`config.mk`:
```
export PLATFORM = sky130hd
export DESIGN_NAME = seg_scan_controller
export DESIGN_NICKNAME = d
export VERILOG_FILES = /design/src/rtl/seg_scan_controller.sv
export SDC_FILE = /design/constraint.sdc
export NUM_CORES = 1
export LEC_CHECK = 0
export BUFFER_PORTS_ARGS = -buffer_cell sky130_fd_sc_hd__buf_2
export CAP_MARGIN = 15
export CORE_UTILIZATION = 55
export DETAILED_ROUTE_END_ITERATION = 10
export GPL_ROUTABILITY_DRIVEN = 0
export PLACE_DENSITY_LB_ADDON = 0.12
export SLEW_MARGIN = 10
export SYNTH_ARGS = -nofsm -noshare
export SYNTH_HDL_FRONTEND = slang
export SYNTH_SLANG_ARGS = --single-unit
```
`constraint.sdc`:
```
create_clock -name clk -period 1.87 [get_ports clk]
set_input_delay 0.374 -clock clk [delete_from_list [all_inputs] [get_ports clk]]
set_output_delay 0.374 -clock clk [all_outputs]
set_load 0.005 [all_outputs]
```
`src/rtl/seg_scan_controller.sv`:
```
// seg_scan_controller: time-multiplexed scan controller for a shared
// hex-to-seven-segment decoder on a common-anode display.
// A frame buffer snapshots digits/dp/blank once per frame so the scan
// never shows a mix of old and new values within one frame.
// Optional build macro: LEADING_ZERO_BLANK_EN (auto-blank leading zeros).
module seg_scan_controller #(
  parameter int NUM_DIGITS  = 4,
  parameter int REFRESH_DIV = 100000
) (
  input  logic                          clk,
  input  logic                          reset,
  input  logic                          enable,
  input  logic [4*NUM_DIGITS-1:0]       digits_in,
  input  logic [NUM_DIGITS-1:0]         dp_in,
  input  logic [NUM_DIGITS-1:0]         blank_in,
  output logic [3:0]                    hex_out,
  output logic                          dp_out,
  output logic [NUM_DIGITS-1:0]         an_out,
  output logic [$clog2(NUM_DIGITS)-1:0] digit_sel,
  output logic                          frame_done
);

  localparam int SEL_W = $clog2(NUM_DIGITS);
  localparam int PRE_W = (REFRESH_DIV > 1) ? $clog2(REFRESH_DIV) : 1;
  localparam logic [PRE_W-1:0] PRE_MAX  = PRE_W'(REFRESH_DIV - 1);
  localparam logic [SEL_W-1:0] LAST_IDX = SEL_W'(NUM_DIGITS - 1);

  logic [PRE_W-1:0]        prescaler;
  logic [SEL_W-1:0]        idx;
  logic [4*NUM_DIGITS-1:0] buf_digits;
  logic [NUM_DIGITS-1:0]   buf_dp;
  logic [NUM_DIGITS-1:0]   buf_blank;
  logic                    load_pending;

  logic                    tick;
  logic                    wrap;
  logic                    capture;
  logic [NUM_DIGITS-1:0]   eff_blank;
  logic [3:0]              next_hex;
  logic                    next_dp;
  logic [NUM_DIGITS-1:0]   next_an;

  assign tick    = enable && (prescaler == PRE_MAX);
  assign wrap    = tick && (idx == LAST_IDX);
  assign capture = enable && (load_pending || wrap);

  // Effective per-digit blanking: the buffered request, optionally
  // widened by leading-zero suppression (digit 0 always stays visible).
  always_comb begin
    eff_blank = buf_blank;
`ifdef LEADING_ZERO_BLANK_EN
    begin
      logic zero_run;
      zero_run = 1'b1;
      for (int i = NUM_DIGITS - 1; i >= 1; i--) begin
        zero_run = zero_run && (buf_digits[4*i +: 4] == 4'h0);
        if (zero_run) eff_blank[i] = 1'b1;
      end
    end
`endif
  end

  // Select the nibble, decimal point and anode pattern for the current index.
  always_comb begin
    next_hex = 4'h0;
    next_dp  = 1'b1;
    next_an  = '1;
    for (int i = 0; i < NUM_DIGITS; i++) begin
      if (idx == i[SEL_W-1:0]) begin
        next_hex = buf_digits[4*i +: 4];
        next_dp  = ~(buf_dp[i] && !eff_blank[i]);
        if (!eff_blank[i]) next_an[i] = 1'b0;
      end
    end
  end

  // Prescaler, digit index, frame buffer and registered display outputs.
  always_ff @(posedge clk) begin
    if (reset) begin
      prescaler    <= '0;
      idx          <= '0;
      buf_digits   <= '0;
      buf_dp       <= '0;
      buf_blank    <= '0;
      load_pending <= 1'b1;
      hex_out      <= 4'h0;
      dp_out       <= 1'b1;
      an_out       <= '1;
      digit_sel    <= '0;
      frame_done   <= 1'b0;
    end else begin
      if (tick) begin
        prescaler <= '0;
        idx       <= wrap ? '0 : idx + SEL_W'(1);
      end else if (enable) begin
        prescaler <= prescaler + PRE_W'(1);
      end
      frame_done <= wrap;
      if (capture) begin
        buf_digits   <= digits_in;
        buf_dp       <= dp_in;
        buf_blank    <= blank_in;
        load_pending <= 1'b0;
      end
      hex_out   <= next_hex;
      dp_out    <= next_dp;
      an_out    <= next_an;
      digit_sel <= idx;
    end
  end

endmodule

```
# Word-level counts from Yosys, hierarchy flattened
# Cells that the tools add are included.
# word_totals
reg_bits	56
elab_cells	59
input_bits	27
# classes
add_sub_neg	2
n_reduce_logical	18
n_eq_ne	4
bitwise	8
n_mux	13
# op_table
op	n
$add A17 B1 Y17 const B	1
$eq A17 B17 Y1 const B	1
$mux W4	4
$reduce_or A2 Y1	5
$mux W1	8
$not A1 Y1	8
$logic_and A1 B1 Y1	7
$eq A2 B2 Y1 const B	2
$logic_not A1 Y1	4
$add A2 B1 Y2 const B	1
$eq A2 B1 Y1 const B	1
$logic_not A2 Y1	1
$mux W2	1
$logic_or A1 B1 Y1	1

# Logic depth before layout (Yosys ltp)
# Gate-level depths: netlist (run 1).
# logic_depth
word_depth	7
depth_mapped	8
depth_no_buf	6

# Worst setup path before layout (run 1)
# OpenSTA, ideal clock, no wires.
# synth_path
kind	in2reg
startpoint	input port enable
endpoint	register buf_blank[3]
setup_time_ps	120
setup_slack_ps	152
arrival_time_ps	1598
required_time_ps	1750
path_stages	8
cell_sequence	buf_6 > and4_1 > buf_4 > nand4_4 > o31a_1 > buf_6 > buf_6 > mux2i_1
# synth_via
elab_chain_cells	4
# synth_rtl
element	line_no	text
start, declared	12	input logic enable,
$logic_and A1 B1 Y1	43	assign tick = enable && (prescaler == PRE_MAX);
$logic_and A1 B1 Y1	44	assign wrap = tick && (idx == LAST_IDX);
$logic_or A1 B1 Y1	45	assign capture = enable && (load_pending || wrap);
$logic_and A1 B1 Y1 *	45	
end signal, assigned	102	buf_blank <= blank_in;
end, declared	32	logic [NUM_DIGITS-1:0] buf_blank;
# Mark *: on every way between the ends. The rest lies on a longest branch, timed or not.
# A chain may end at the register's enable or synchronous reset.

# Worst setup path after layout (run 1)
# layout_path
startpoint	register prescaler[5]
endpoint	register buf_digits[8]
# layout_via
elab_chain_cells	5
# layout_rtl
element	line_no	text
start, declared	28	logic [PRE_W-1:0] prescaler;
start signal, assigned	96	prescaler <= prescaler + PRE_W'(1);
$eq A17 B17 Y1	43	
$logic_and A1 B1 Y1	43	
$logic_and A1 B1 Y1	44	
$logic_or A1 B1 Y1	45	
$logic_and A1 B1 Y1	45	
end signal, assigned	100	buf_digits <= digits_in;
end, declared	30	logic [4*NUM_DIGITS-1:0] buf_digits;
# No other way between the ends.

==> results.tsv, run 1 <==
metric	value	unit
die_y	68.8	µm
endpoint_kind	register	
final_nets	344	
fin_skew	6.96	ps
cts_num_sinks	56	
synth_top_area_frac	0.456	
remaining_drc_errors	0	
drt_pass1_iterations	4	
hold_start	dp_in[0]	
dieArea	4740	µm²
clock_latency	310	ps
setup_viol	0	
fin_ws	152	ps
ir_worst_vdd	0.581	mV
htreeDepth	2	
internal_power	1.63	mW
place_ws	177	ps
syn_inst	275	
max_slew.worst_pin.slew	422	ps
fin_crit_sh	0.919	
switching_share	0.232	
relSlewSlack	0.719	
synth_nets	307	
synth_seq_cells	56	
ant_nets	0	
synth_edf_count	0	
die_x	68.8	µm
hold_class	primary input to register	
ff2ff_path_depth	5	
numCtsBuffers	5	
cts_root_buffer	clkbuf_8	
yosys.area.top_type	dfxtp_1	
worstReg2RegStart	prescaler[5]	
p_leak	1.22	nW
postSynthAreaPerCell	8.93	µm²
ys_seq_area_frac	0.456	
path_clk_slew	90	ps
fmax	582	MHz
worst_setup_path_start_kind	register	
powerDensity	762	nW/µm²
core	4140	µm²
grt_remaining_overflow	0	
p_sw	0.492	mW
drt_iter0_drc	137	
status	complete, no violations	
via_per_inst	5.37	
worstReg2RegEnd	buf_digits[8]	
grt_pass1_vias	1758	
min_path_cells	3	
ctsResizeCount	0	
synth_area	2460	µm²
hold_ws	295	ps
crit_arrival	1910	ps
rsz0062_at_grt	false	
power.clock.fraction	0.318	
vias	1950	
route.final.wire_length	4650	µm
clk_path_buf_depth	2	
combPwrFrac	0.086	
drv_cap	0	
hold_buffers	0	
dp_hpwl	3300	µm
diodes	0	
start_util	0.593	
grt_use_total	0.226	
synthArstFlopShare	0	
io-pin-count	39	
detail_route.wl_per_cell	12.8	µm
cp_max_fo	24	
path_class	register to register	
yosysWarnings	0	
synth_ff_type	dfxtp_1	
cts_setup_buffers	0	
drive_gt1_frac	0.182	
cts_tree	yes	
ff2ff_setup_slack	150	ps
grt_pass1_wl	7810	µm
port-buffer-count	38	
row_count	23	
synth.area.top_cells	dfxtp_1 46%, mux2i_1 10%, nand2_1 9.3%, xor2_1 2.9%, nor2_1 2.6%	
hold_viol_final	0	
power_frac_seq	0.595	
period_minus_slack	1720	ps
antenna_found_initial	0	
area_delta_synth_final	13.3	%
hold-path-endpoint	buf_dp[0]	
crit_start	prescaler[5]	
critPathRequiredTime	2060	ps
slew_violations	0	
finalSetupTns	0	ps
ys_types	36	
grt_max_degree	25	
Yosys cell counts, types with 2 or more instances:
cell type	count
nand2_1	61
dfxtp_1	56
mux2i_1	25
nor2_1	17
clkbuf_1	10
inv_1	10
a21oi_1	9
nand4_1	8
xor2_1	8
o21ai_0	7
nand3_1	6
ha_1	5
nor3_1	5
a211o_1	4
a211oi_1	4
and3b_1	4
buf_6	4
or3_1	4
xnor2_1	4
and3_1	3
nand3b_1	3
and4_1	2
buf_2	2
o21a_1	2
final cells by class:
class | count | area, µm²
fill | 380 | 1360
multi-input combinational | 191 | 1190
sequential | 56 | 1120
timing repair buffer | 47 | 270
clock buffer | 7 | 86.3
tap | 50 | 62.6
inverter | 11 | 41.3
clock inverter | 1 | 7.51
worst max-delay path by stage:
| stage | to | slack, ps | cells past startpoint |
|---|---|---|---|
| 6_report | buf_digits[8] | 150 | 5 |
| 5_1_grt | buf_digits[8] | 50 | 5 |
| 4_1_cts | buf_dp[3] | 170 | 5 |
| 3_5_place_dp | buf_dp[3] | 180 | 5 |
| 3_3_place_gp | buf_digits[8] | 210 | 5 |
| 2_1_floorplan | buf_blank[3] | 150 | 8 |
power groups by stage:
stage	registers, mW	clock network, mW	logic (mW)
2_1_floorplan	1.28	0	0.129
3_3_place_gp	1.29	0	0.180
3_5_place_dp	1.29	0	0.184
4_1_cts	1.26	0.700	0.185
5_1_grt	1.27	0.745	0.204
6_report	1.26	0.676	0.183
stage by stage:
| stage | total power [mW] | cells | area [µm²] | util |
|---|---|---|---|---|
| CTS | 2.15 | 363 | 2780 | 0.671 |
| global route | 2.22 | 363 | 2780 | 0.671 |
| global placement | 1.47 | 355 | 2690 | 0.649 |
| finish | 2.12 | 363 | 2780 | 0.671 |
| floorplan | 1.41 | 275 | 2460 | - |
| detailed placement | 1.47 | 355 | 2690 | 0.649 |
cell families after synthesis:
group,synth area share
DFF,0.456
xor gates and xnor gates,0.0428
AOI/OAI and AO/OA,0.0764
buffers and inverters,0.0576
and+or+nand+nor,0.239
muxes,0.102
adders and majority gates,0.0255
critical path, stage by stage (launching register included):
cell       delay (ps)
dfxtp_1           380
nor3_1            190
nand4bb_1         290
o31a_1            420
buf_12            180
mux2i_1           130
per-layer routing:
layer  wire [µm]  GRT usage  vias to the layer above
met2        1990      0.350                       44
met1        2380      0.307                      893
li1            -          -                     1006
met5           0          0                        -
met3         225     0.0477                        7
met4          63     0.0867                        0
registers in the layout, indices dropped and copies added (netlist names):
register	cells
load_pending	1
digit_sel	2
idx	2
an_out	4
buf_digits	16
hex_out	4
buf_blank	4
prescaler	17
dp_out	1
buf_dp	4
frame_done	1
cells in the final DEF, fill, tap and decap left out, drive strengths merged, types with 2 or more instances in the layout:
cell    Yosys  final
a211o       4      4
nand2      61     61
nand3b      3      3
xor2        8      8
o21a        2      2
nand4       9      9
nor3        5      5
dfxtp      56     56
inv        11     11
clkbuf     10      7
and3        3      3
xnor2       4      4
a211oi      4      4
or3         4      4
ha          5      5
nor2       17     17
and4        2      2
and3b       4      4
nand3       6      6
o21ai       8      8
buf         7     47
mux2i      25     25
a21oi       9      9
No activity file was read; power rests on OpenSTA's default activity.
==> run 2: changes to the inputs <==
Settings changed: CORE_ASPECT_RATIO set to 0.8.
==> results.tsv, run 2 (same netlist as run 1, synthesis figures left out) <==
metric	value	unit	change
status	complete, no violations		
fin_skew	5.84	ps	-1.12 ps
largest-register	prescaler		
rsz0062_at_grt	false		
die_y	61.8	µm	-10%
cts_root_buffer	clkbuf_8		
critPathRequiredTime	2060	ps	about the same
layout_common_cells	61 x nand2_1, 56 x dfxtp_1, 38 x buf_2		
top_regs	prescaler (17), buf_digits (16)		
diodes	0		unchanged
core	4230	µm²	+2.1%
slew_violations	0		unchanged
cts_tree	yes		
vias	1929		-1.1%
ant_nets	0		unchanged
grt_max_degree	25		unchanged
ff2ff_setup_slack	150	ps	about the same
final_util	0.659		-0.0125
worst_setup_path_start_kind	register		
postLayoutCellArea	2790	µm²	+0.18%
grt_use_total	0.203		-0.0232
crit_arrival	1910	ps	about the same
via_per_inst	5.21		-2.9%
place_ws	168	ps	-8.95 ps
path_class	register to register		
hold_class	primary input to register		
antenna_found_initial	0		unchanged
cts_num_sinks	56		unchanged
detail_route.wl_per_cell	12.9	µm	+0.32%
setup_viol	0		unchanged
relSlewSlack	0.728		+0.00892
route.final.wire_length	4760	µm	+2.3%
layout_commonest_cell	nand2_1		
row_count	21		-8.7%
fin_ws	152	ps	+0.723 ps
period_minus_slack	1720	ps	-0.723 ps
dp_hpwl	3370	µm	+2.2%
clock_latency	300	ps	about the same
drive_gt1_frac	0.179		-0.00319
ctsResizeCount	0		unchanged
hold_ws	298	ps	+2.45 ps
clk_path_buf_depth	2		unchanged
ir_worst_vdd	0.521	mV	-10%
grt_pass1_wl	7390	µm	-5.4%
grt_pass1_vias	1605		-8.7%
fin_crit_sh	0.918		about the same
drt_iter0_drc	77		-44%
p_leak	1.22	nW	about the same
powerDensity	759	nW/µm²	-0.44%
max_slew.worst_pin.slew	409	ps	-13.4 ps
endpoint_kind	register		
start_util	0.581		-0.0121
die_x	76.7	µm	+11%
numCtsBuffers	5		unchanged
hold_viol_final	0		unchanged
io-pin-count	39		unchanged
drt_pass1_iterations	4		unchanged
area_delta_synth_final	13.5	%	
grt_remaining_overflow	0		unchanged
htreeDepth	2		unchanged
final_nets	344		unchanged
hold_buffers	0		unchanged
largest_register_ffs	17		unchanged
drv_cap	0		unchanged
fmax	582	MHz	about the same
finalSetupTns	0	ps	unchanged
cp_max_fo	24		unchanged
remaining_drc_errors	0		unchanged
port-buffer-count	38		unchanged
path_clk_slew	90	ps	about the same
cts_setup_buffers	0		unchanged
place_area	2700	µm²	+0.33%
dieArea	4740	µm²	about the same
-- run 2: stage by stage --
stage	total power [mW]	instances
global route	2.20	370
floorplan	1.41	275
CTS	2.12	370
global placement	1.47	362
detailed placement	1.47	362
finish	2.12	370
-- run 2: path summary, 6_finish.rpt --
path / cells past startpoint / end / from
min: 3 / buf_digits[3] / digits_in[3]
min reg2reg: 1 / dp_out / buf_dp[3]
max reg2reg: 5 / buf_digits[2] / prescaler[12]
max: 5 / buf_digits[2] / prescaler[12]
-- run 2: critical path, cell delays in order, from the launching register on --
cell     delay [ps]
dfxtp_1         370
nor4b_2         390
nand4_4         170
o31a_1          340
buf_12          190
mux2i_1         130
-- run 2: final cells by class --
class | count | area, µm²
clock buffers | 8 | 90.1
fillers | 375 | 1440
inverters | 11 | 41.3
multi-input cells | 191 | 1190
flip-flops and latches | 56 | 1120
well taps | 57 | 71.3
repair buffers | 47 | 270
-- run 2: power breakdown --
group / leakage, nW / internal [mW] / switching, mW
logic: 0.721 / 0.0893 / 0.0927
registers: 0.457 / 1.24 / 0.0265
clock network: 0.0455 / 0.303 / 0.368
-- run 2: metal layers --
metal	track usage	vias to the layer above	routed length [µm]
met1	0.285	873	2580
met4	0.0824	0	62
met2	0.307	41	1920
li1	-	1008	-
met3	0.0453	7	196
met5	0	-	0
